===== src/rtl/uart_pkg.sv =====
// Shared types and constants for the UART transmit-path word narrower.
// Holds the FSM state encoding, default widths and beat-count helpers.
package uart_pkg;

    typedef enum logic {
        IDLE = 1'b0,
        SEND = 1'b1
    } state_e;

    localparam int WORD_W_DEF = 32;
    localparam int BYTE_W_DEF = 8;

    function automatic int nbytes(input int word_w, input int byte_w);
        return word_w / byte_w;
    endfunction

    // A single-beat word still needs a one-bit counter.
    function automatic int cnt_width(input int n);
        return (n > 1) ? $clog2(n) : 1;
    endfunction

endpackage


===== src/rtl/byte_msb_detect.sv =====
// Priority encoder: index of the highest nonzero byte of a word (0 if zero).
// Ports: word_i (word to scan), k_o (byte index). Built only with
// WORD_NARROWER_ZERO_SUPPRESS_EN defined.
`ifdef WORD_NARROWER_ZERO_SUPPRESS_EN
module byte_msb_detect
    import uart_pkg::*;
#(
    parameter int WORD_W = WORD_W_DEF,
    parameter int BYTE_W = BYTE_W_DEF,
    parameter int KW     = 2
) (
    input  logic [WORD_W-1:0] word_i,
    output logic [KW-1:0]     k_o
);

    localparam int NBYTES = nbytes(WORD_W, BYTE_W);

    logic [NBYTES-1:0][BYTE_W-1:0] bytes;

    assign bytes = word_i;

    // Later (higher) hits overwrite earlier ones.
    always_comb begin
        k_o = '0;
        for (int i = 0; i < NBYTES; i++) begin
            if (|bytes[i]) begin
                k_o = KW'(i);
            end
        end
    end

endmodule
`endif


===== src/rtl/word_narrower.sv =====
// Narrows a WORD_W word into BYTE_W beats for the UART TX byte interface.
// Ports: clock, reset (sync, active-high), enable (freeze when low);
//   in_valid/in_data/in_ready: word input handshake;
//   out_valid/out_data/out_last/out_ready: byte output handshake;
//   busy: a word is in flight.
// Optional: WORD_NARROWER_ZERO_SUPPRESS_EN drops leading zero bytes.
module word_narrower
    import uart_pkg::*;
#(
    parameter int WORD_W    = WORD_W_DEF,
    parameter int BYTE_W    = BYTE_W_DEF,
    parameter bit MSB_FIRST = 1'b0
) (
    input  logic              clock,
    input  logic              reset,
    input  logic              enable,
    input  logic              in_valid,
    input  logic [WORD_W-1:0] in_data,
    output logic              in_ready,
    output logic              out_valid,
    output logic [BYTE_W-1:0] out_data,
    output logic              out_last,
    input  logic              out_ready,
    output logic              busy
);

    localparam int NBYTES = nbytes(WORD_W, BYTE_W);
    localparam int CW     = cnt_width(NBYTES);
    localparam logic [CW-1:0] LAST_IDX = CW'(NBYTES - 1);

    state_e        state_q, state_d;
    logic [WORD_W-1:0] word_q, word_d;
    logic [CW-1:0] cnt_q, cnt_d;
    logic [CW-1:0] end_q, end_d;
    logic [CW-1:0] start_cnt;
    logic [CW-1:0] start_end;
    logic [CW-1:0] sel;
    logic          accept;
    logic          xfer;

    logic [NBYTES-1:0][BYTE_W-1:0] bytes;

    assign bytes = word_q;

`ifdef WORD_NARROWER_ZERO_SUPPRESS_EN
    logic [CW-1:0] msb_k;

    byte_msb_detect #(
        .WORD_W (WORD_W),
        .BYTE_W (BYTE_W),
        .KW     (CW)
    ) u_detect (
        .word_i (in_data),
        .k_o    (msb_k)
    );

    // MSB-first walks the counter up to LAST_IDX, so start
    // it where the selected byte index equals k.
    assign start_cnt = MSB_FIRST ? (LAST_IDX - msb_k) : '0;
    assign start_end = MSB_FIRST ? LAST_IDX : msb_k;
`else
    assign start_cnt = '0;
    assign start_end = LAST_IDX;
`endif

    assign sel    = MSB_FIRST ? (LAST_IDX - cnt_q) : cnt_q;
    assign accept = in_valid && in_ready;
    assign xfer   = out_valid && out_ready;

    always_ff @(posedge clock) begin
        if (reset) begin
            state_q <= IDLE;
            word_q  <= '0;
            cnt_q   <= '0;
            end_q   <= '0;
        end else begin
            state_q <= state_d;
            word_q  <= word_d;
            cnt_q   <= cnt_d;
            end_q   <= end_d;
        end
    end

    always_comb begin
        state_d = state_q;
        word_d  = word_q;
        cnt_d   = cnt_q;
        end_d   = end_q;
        unique case (state_q)
            IDLE: begin
                if (accept) begin
                    state_d = SEND;
                    word_d  = in_data;
                    cnt_d   = start_cnt;
                    end_d   = start_end;
                end
            end
            SEND: begin
                if (xfer) begin
                    if (out_last) begin
                        state_d = IDLE;
                    end else begin
                        cnt_d = cnt_q + 1'b1;
                    end
                end
            end
            default: state_d = IDLE;
        endcase
    end

    // Handshakes are masked during reset so an in-flight
    // byte is never seen as transferred by either side.
    always_comb begin
        in_ready  = 1'b0;
        out_valid = 1'b0;
        out_data  = '0;
        out_last  = 1'b0;
        busy      = 1'b0;
        unique case (state_q)
            IDLE: begin
                in_ready = enable && !reset;
            end
            SEND: begin
                busy      = 1'b1;
                out_valid = enable && !reset;
                out_data  = bytes[sel];
                out_last  = out_valid && (cnt_q == end_q);
            end
            default: ;
        endcase
    end

endmodule


===== config.mk =====
export PLATFORM = sky130hd
export DESIGN_NAME = word_narrower
export DESIGN_NICKNAME = d
export VERILOG_FILES = /design/src/rtl/uart_pkg.sv /design/src/rtl/byte_msb_detect.sv /design/src/rtl/word_narrower.sv
export SDC_FILE = /design/constraint.sdc
export NUM_CORES = 1
export LEC_CHECK = 0
export ABC_AREA = 1
export CORE_MARGIN = 4
export CORE_UTILIZATION = 29
export DETAILED_ROUTE_END_ITERATION = 6
export HOLD_SLACK_MARGIN = 0.15
export PLACE_DENSITY = 0.57
export SLEW_MARGIN = 30
export SYNTH_ARGS = -nofsm -noshare
export SYNTH_HDL_FRONTEND = slang
export SYNTH_SLANG_ARGS = --single-unit

===== constraint.sdc =====
create_clock -name clock -period 1.2 [get_ports clock]
set_input_delay 0.18 -clock clock [delete_from_list [all_inputs] [get_ports clock]]
set_output_delay 0.18 -clock clock [all_outputs]
set_load 0.05 [all_outputs]

### Word level (Yosys, flattened, before mapping)

Index checks and enable logic that the tools add are counted.

* register bits after elaboration: 36
* input port bits: 37
* word-level logic and storage cells: 33

* add/sub/neg operators: 1
* order comparisons: 1
* eq/ne operators: 4
* multiplexer cells: 15
* bitwise operators: 1
* reduce and logical (&&, ||, !) cells: 7

Operator list (number)
* $bmux 8 s2: 1
* $mux 8: 2
* $mux 1: 7
* $mux 2: 3
* $logic_and 1x1->1: 4
* $ne 2x2->1 const B: 2
* $pmux 2 s2: 1
* $lt 2x3->1 const B: 1
* $reduce_and 3->1: 1
* $add 2x1->2 const B: 1
* $eq 2x2->1: 1
* $ne 2x1->1 const B: 1
* $pmux 1 s2: 1
* $reduce_and 2->1: 1
* $logic_not 1->1: 1
* $not 1->1: 1

### Depth between registers and ports, before layout

Gate-level depths: netlist of run 1.

* depth in word-level cells: 7
* depth in mapped cells: 8
* depth with buffers taken out: 8

### Least setup slack after synthesis of run 1

No wires, ideal clock.

* path type: register -> output
* from: reg state_q
* to: out out_last
* arrival: 1.766 ns
* setup slack: -0.746 ns
* stages on the path, launching flop included: 6
* path through: dfxtp_1 -> inv_2 -> buf_6 -> nor2_4 -> nand3_1 -> inv_1

* cells in the longest elaborated chain, start to end: 1

RTL lines
* start: declaration: line word_narrower.sv:31 `state_e state_q, state_d;`
* start signal: assignment: line word_narrower.sv:77 `state_q <= state_d;`
* $mux 1: line word_narrower.sv:119 `unique case (state_q)`
* end: declaration: line word_narrower.sv:22 `output logic out_last,`

No other way between the ends.

### Final worst setup path of run 1

* from: reg cnt_q[0]
* to: out out_data[5]

* cells in the longest elaborated chain, start to end: 3

RTL lines
* start: declaration: line word_narrower.sv:33 `logic [CW-1:0] cnt_q, cnt_d;`
* start signal: assignment: line word_narrower.sv:79 `cnt_q <= cnt_d;`
* $bmux 8 s2: line word_narrower.sv:126 `out_data = bytes[sel];`
* $mux 8 (not written as such): line word_narrower.sv:126
* $mux 8: line word_narrower.sv:119
* end: declaration: line word_narrower.sv:21 `output logic [BYTE_W-1:0] out_data,`

No other way between the ends. The select of a mux whose other input is x is not followed.

==> metrics.cfg, run 1 <==
[cells_and_area]
syn2layout_area_growth_pct=72.3
layout.nets=323
instances_no_fill=356
antenna_cells=0
layout-drive-gt1-share=0.311
final_cell_area_sq_um=2800

[placement]
dpl_cell_area_sq_um=2530
portBuffers=48
dpl.cell_count=344
hpwl_microns=3440
gp_congestion=0.760

[routing]
drt-wirelength-per-cell_microns=13.1
totalWireLength_microns=4680
drt-pass1-iter-count=4
vias=1697
drc_errors=0
ant_nets=0
vias_per_cell=4.77
drt_iter0_drc=84

[timing]
setup_violations=12
period_minus_slack_ns=1.58
relSlewSlack=0.835
report.final.hold_viol_count=0
fin_ws_ns=-0.383
fmax_mhz=632
rsz0062_at_grt=true
tightest_slew_ns=0.247
finalClockSkew_ns=0.00169
period_share=1.32
slew_viol_final=0

[worst_setup_path]
cp.arrival_ns=1.40
worstPathMaxFanout=7
criticalPathCategory=register to output pin
cp.required_ns=1.02
worst_setup_path_end_kind=output pin
critPathLaunchType=register

[synth]
yosys-top-cells-count=a21oi_1 (59), o21ai_0 (48), dfxtp_1 (36)
synth_fp_nets=257
synth_flop_cell=dfxtp_1
synth_cells=220
synth.cell_area_sq_um=1620
synth_edf_count=0
synth.most_common_cell=a21oi_1
synth.distinct_cells=21
ys_warn_count=0
ys_ff_latch=36
synth.area.top_cells=dfxtp_1 (44%), a21oi_1 (18%), o21ai_0 (15%), nor2_1 (4.9%), inv_1 (4.4%)
async_reset_ff_frac=0
ys_seq_area_frac=0.444
synth_top_cell_area_share=0.444
synth_area_leader_cell=dfxtp_1
syn_area_per_cell_sq_um=7.38

[power]
vdd_ir_drop_max_v=0.000559
powerDensity_nw_per_um2=1020
cellLeakagePower_nw=1.00

[clock_network]
clock_latency_ns=0.28
ctsHoldBuffers=0
cts_made_buffers=5
clockBufferDepth=2
cts_tree=built
htree_levels=2
cts_sinks=36
clkSlewWorstSetupHoldPaths_ns=0.07
cts_root_buf=clkbuf_8

[floorplan]
io_pins=49
fp.coreArea_sq_um=5270
initial_utilization=0.308
die_h_microns=82.8
dieWidth_microns=82.8
num_rows=26
die_area_sq_um=6860

[global_route]
grt_pass1_wl_microns=7640
antenna_found_initial=0
grt_pass1_vias=1611
grt_overflow=0
grt_max_degree=25
grt_usage=0.136

[run_status]
status=finished, violations left
violations=negative setup slack

[min_path]
hp-class=input pin to register

[run]
maxCapViolCount=0

[area by class of cell]
cell class	count	area, sq um
fill	505	2470
tap	70	87.6
sequential	36	729
inverter	22	106
multi-input combinational	146	905
clock buffer	7	96.3
timing repair buffer	75	872
[cells in the final DEF, fill, tap and decap left out]
cell	count
a21oi_1	41
a21oi_2	11
a21oi_4	7
buf_12	14
buf_4	18
buf_6	5
buf_8	1
clkbuf_16	1
clkbuf_8	7
clkdlybuf4s50_1	33
clkinv_4	1
clkinvlp_4	1
dfxtp_1	33
dfxtp_2	1
dfxtp_4	2
dlygate4sd2_1	2
dlymetal6s2s_1	1
inv_1	17
inv_2	1
inv_8	2
nand2_1	8
nand2_4	2
nand3_2	1
nand4_1	2
nand4_4	1
nor2_1	21
nor2_4	2
o21ai_0	21
o21ai_1	18
o21ai_2	11
[where the power goes]
| group | total (mW) | internal [mW] | switching (mW) |
|---|---|---|---|
| logic | 0.640 | 0.326 | 0.314 |
| registers | 1.29 | 1.26 | 0.0367 |
| clock network | 0.924 | 0.511 | 0.413 |
| total | 2.86 | 2.09 | 0.764 |
[cell families (layout without fill, tap and decap cells)]
| logic type | count (synthesis) | in the layout | share of synthesized area |
|---|---|---|---|
| AO/OA/AOI/OAI | 109 | 109 | 0.336 |
| buffers and inverters | 38 | 104 | 0.109 |
| flip-flops | 36 | 36 | 0.444 |
| AND/OR/NAND/NOR | 37 | 37 | 0.111 |
[critical path: stages (launching register included)]
cell,delay [ns]
dfxtp_4,0.38
buf_12,0.15
a21oi_2,0.14
o21ai_2,0.07
a21oi_2,0.21
buf_12,0.16
[metrics by stage]
| step | setup TNS, ns | util | hold WS, ns | setup slack (ns) | power, mW |
|---|---|---|---|---|---|
| 4_1_cts | -3.86 | 0.507 | 0.306 | -0.407 | 2.83 |
| 3_3_place_gp | -10.70 | 0.480 | 0.447 | -0.307 | 1.88 |
| 3_5_place_dp | -11.21 | 0.480 | 0.448 | -0.324 | 1.89 |
| 5_1_grt | -4.11 | 0.531 | 0.333 | -0.442 | 2.98 |
| 6_report | -3.39 | 0.531 | 0.318 | -0.383 | 2.86 |
| 2_1_floorplan | -2.34 | - | 0.239 | -0.311 | 1.62 |
[state kept, by name, summed over array words and instances (netlist names)]
name	flops
end_q	1
bytes	32
cnt_q	2
state_q	1
[final timing paths]
| check | to | slack, ns | cells after the start | start |
|---|---|---|---|---|
| worst max register to register | cnt_q[1]$_SDFFE_PP0P_ | 0.02 | 7 | cnt_q[0]$_SDFFE_PP0P_ |
| worst max-delay path | out_data[5] | -0.38 | 5 | cnt_q[0]$_SDFFE_PP0P_ |
| worst min register to register | bytes[23]$_SDFFE_PP0P_ | 0.46 | 2 | bytes[23]$_SDFFE_PP0P_ |
| worst min-delay path | state_q$_SDFF_PP0_ | 0.32 | 3 | reset |
[what timing repair did]
action	in CTS	in global routing
gates cloned	0	1
buffers inserted	3	1
pin swaps	4	5
endpoints found under the hold margin	0	0
resized for setup	17	35
setup endpoints to repair	26	46
[layer usage]
metal	vias up	track usage	share of wire
met5	-	0	0
met4	0	0.0357	0.012
met3	7	0.0426	0.071
met2	41	0.220	0.48
met1	760	0.175	0.44
li1	889	-	-
Power figures use the tool's default switching activity.
==> run 2, diff against run 1 <==
SKIP_LAST_GASP = 1   (was not set)
==> results of run 2 <==
No change in the layout: final DEF, timing and power equal those of run 1.
Among the figures that moved: number of gates resized after CTS 17 -> 16
==> run 3, diff against run 2 <==
CELL_PAD_IN_SITES_DETAIL_PLACEMENT = 0   (was not set)
CELL_PAD_IN_SITES_GLOBAL_PLACEMENT = 2   (was not set)
DONT_BUFFER_PORTS = 1   (was not set)
GPL_TIMING_DRIVEN = 0   (was not set)
PLACE_DENSITY = 0.72   (was 0.57)
==> metrics.cfg, run 3 (synthesized netlist as in run 1, its figures left out) <==
[run_status]
status=finished, violations left
violations=negative setup slack

[routing]
drt-wirelength-per-cell_microns=16.3  ; +24%
vias=1739  ; +2.5%
vias_per_cell=4.95  ; +3.9%
drt-pass1-iter-count=4  ; unchanged
drc_errors=0  ; unchanged
ant_nets=0  ; unchanged
drt_iter0_drc=49  ; -42%
totalWireLength_microns=5730  ; +22%

[clock_network]
cts_tree=built
clkSlewWorstSetupHoldPaths_ns=0.07  ; about the same
clockBufferDepth=2  ; unchanged
cts_made_buffers=5  ; unchanged
cts_sinks=36  ; unchanged
htree_levels=2  ; unchanged
cts_root_buf=clkbuf_8
clock_latency_ns=0.28  ; about the same

[timing]
setup_violations=47  ; +35
slew_viol_final=0  ; unchanged
fmax_mhz=546  ; -14%
rsz0062_at_grt=true
finalClockSkew_ns=0.00368  ; +0.00199 ns
setup-tns-final_ns=-13.32  ; -9.93 ns
tightest_slew_ns=0.862  ; +0.615 ns
period_share=1.53  ; +0.206
report.final.hold_viol_count=0  ; unchanged
fin_ws_ns=-0.631  ; -0.247 ns
period_minus_slack_ns=1.83  ; +0.247 ns
relSlewSlack=0.426  ; -0.410

[global_route]
antenna_found_initial=0  ; unchanged
grt_overflow=0  ; unchanged
grt_pass1_wl_microns=9030  ; +18%
grt_pass1_vias=1828  ; +13%
grt_usage=0.167  ; +0.0307
grt_max_degree=11  ; -56%

[cells_and_area]
layout-drive-gt1-share=0.441  ; +0.130
layout_common_cells=o21ai_2 (35), a21oi_1 (33), dfxtp_1 (33), dlygate4sd3_1 (33), nor2_1 (21)
final_common_cell=o21ai_2
antenna_cells=0  ; unchanged
largest_register_ffs=32  ; unchanged
layout.nets=317  ; -1.9%
syn2layout_area_growth_pct=77.7
utilization=0.547  ; +0.0166

[min_path]
hp-class=input pin to register

[placement]
hpwl_microns=3700  ; +7.7%
gp_congestion=0.718  ; -5.6%
portBuffers=0  ; -100%
place_worst_setup_slack_ns=-0.592  ; -0.269 ns

[floorplan]
io_pins=49  ; unchanged
initial_utilization=0.308  ; unchanged
fp.coreArea_sq_um=5270  ; unchanged
num_rows=26  ; unchanged
die_area_sq_um=6860  ; unchanged
die_h_microns=82.8  ; unchanged
dieWidth_microns=82.8  ; unchanged

[power]
vdd_ir_drop_max_v=0.000564  ; +0.93%
powerDensity_nw_per_um2=1000  ; -2.1%
cellLeakagePower_nw=1.00  ; about the same

[worst_setup_path]
criticalPathCategory=register to output pin
worst_setup_path_end_kind=output pin
cp.required_ns=1.02  ; about the same
critPathLaunchType=register
worstPathMaxFanout=6  ; -1
r2r_setup_slack_ns=-0.42  ; -0.44 ns
cp.arrival_ns=1.65  ; +0.25 ns

[run]
maxCapViolCount=0  ; unchanged

-- run 3: what timing repair did --
action	in CTS	in global routing
resized for setup	53	96
pin swaps	9	17
gates cloned	5	1
hold buffers	32	1
endpoints found under the setup margin	47	47
setup buffers	15	7
endpoints found under the hold margin	34	2
-- run 3: final cells by class --
class / count / area (sq um)
Fill cell: 500 / 2390
Clock buffer: 8 / 90.1
Tap cell: 70 / 87.6
Sequential cell: 36 / 729
Multi-Input combinational cell: 146 / 1120
Timing Repair Buffer: 54 / 597
Inverter: 22 / 93.8
Buffer: 15 / 165
-- run 3: layer usage --
metal  up-vias  track usage  wire (microns)
met1       828        0.201            2510
li1        868            -               -
met5         -            0               0
met4         0       0.0535              34
met2        39        0.277            2880
met3         4       0.0574             302
-- run 3: power by group --
part | internal [mW] | leakage [nW] | total [mW] | switching [mW]
Sequential | 1.26 | 0.296 | 1.30 | 0.0426
Combinational | 0.320 | 0.659 | 0.699 | 0.379
Clock | 0.468 | 0.0455 | 0.886 | 0.417
Total | 2.05 | 1.00 | 2.88 | 0.838
-- run 3: metrics by stage --
stage	total power, mW	area, sq um	std cells	hold WS (ns)
after floorplan	1.62	1770	220	0.239
after global placement	1.70	1850	290	0.240
after detailed placement	1.71	1850	290	0.248
after CTS	2.77	2610	350	-0.0599
after global routing	3.01	2880	351	0.163
final	2.88	2880	351	0.160
-- run 3: worst paths after layout --
kind / endpoint / cells past startpoint / from
hold / removal: bytes[11]$_SDFFE_PP0P_ / 3 / reset
setup / recovery: out_last / 5 / state_q$_SDFF_PP0_
hold reg to reg: bytes[10]$_SDFFE_PP0P_ / 2 / bytes[10]$_SDFFE_PP0P_
setup reg to reg: cnt_q[0]$_SDFFE_PP0P_ / 9 / state_q$_SDFF_PP0_
-- run 3: worst max-delay path, cell delays in order, from the launching register on --
cell        delay (ns)
dfxtp_4           0.49
inv_4             0.07
buf_12            0.13
nor2_4            0.33
nand3_4           0.13
clkinvlp_4        0.23
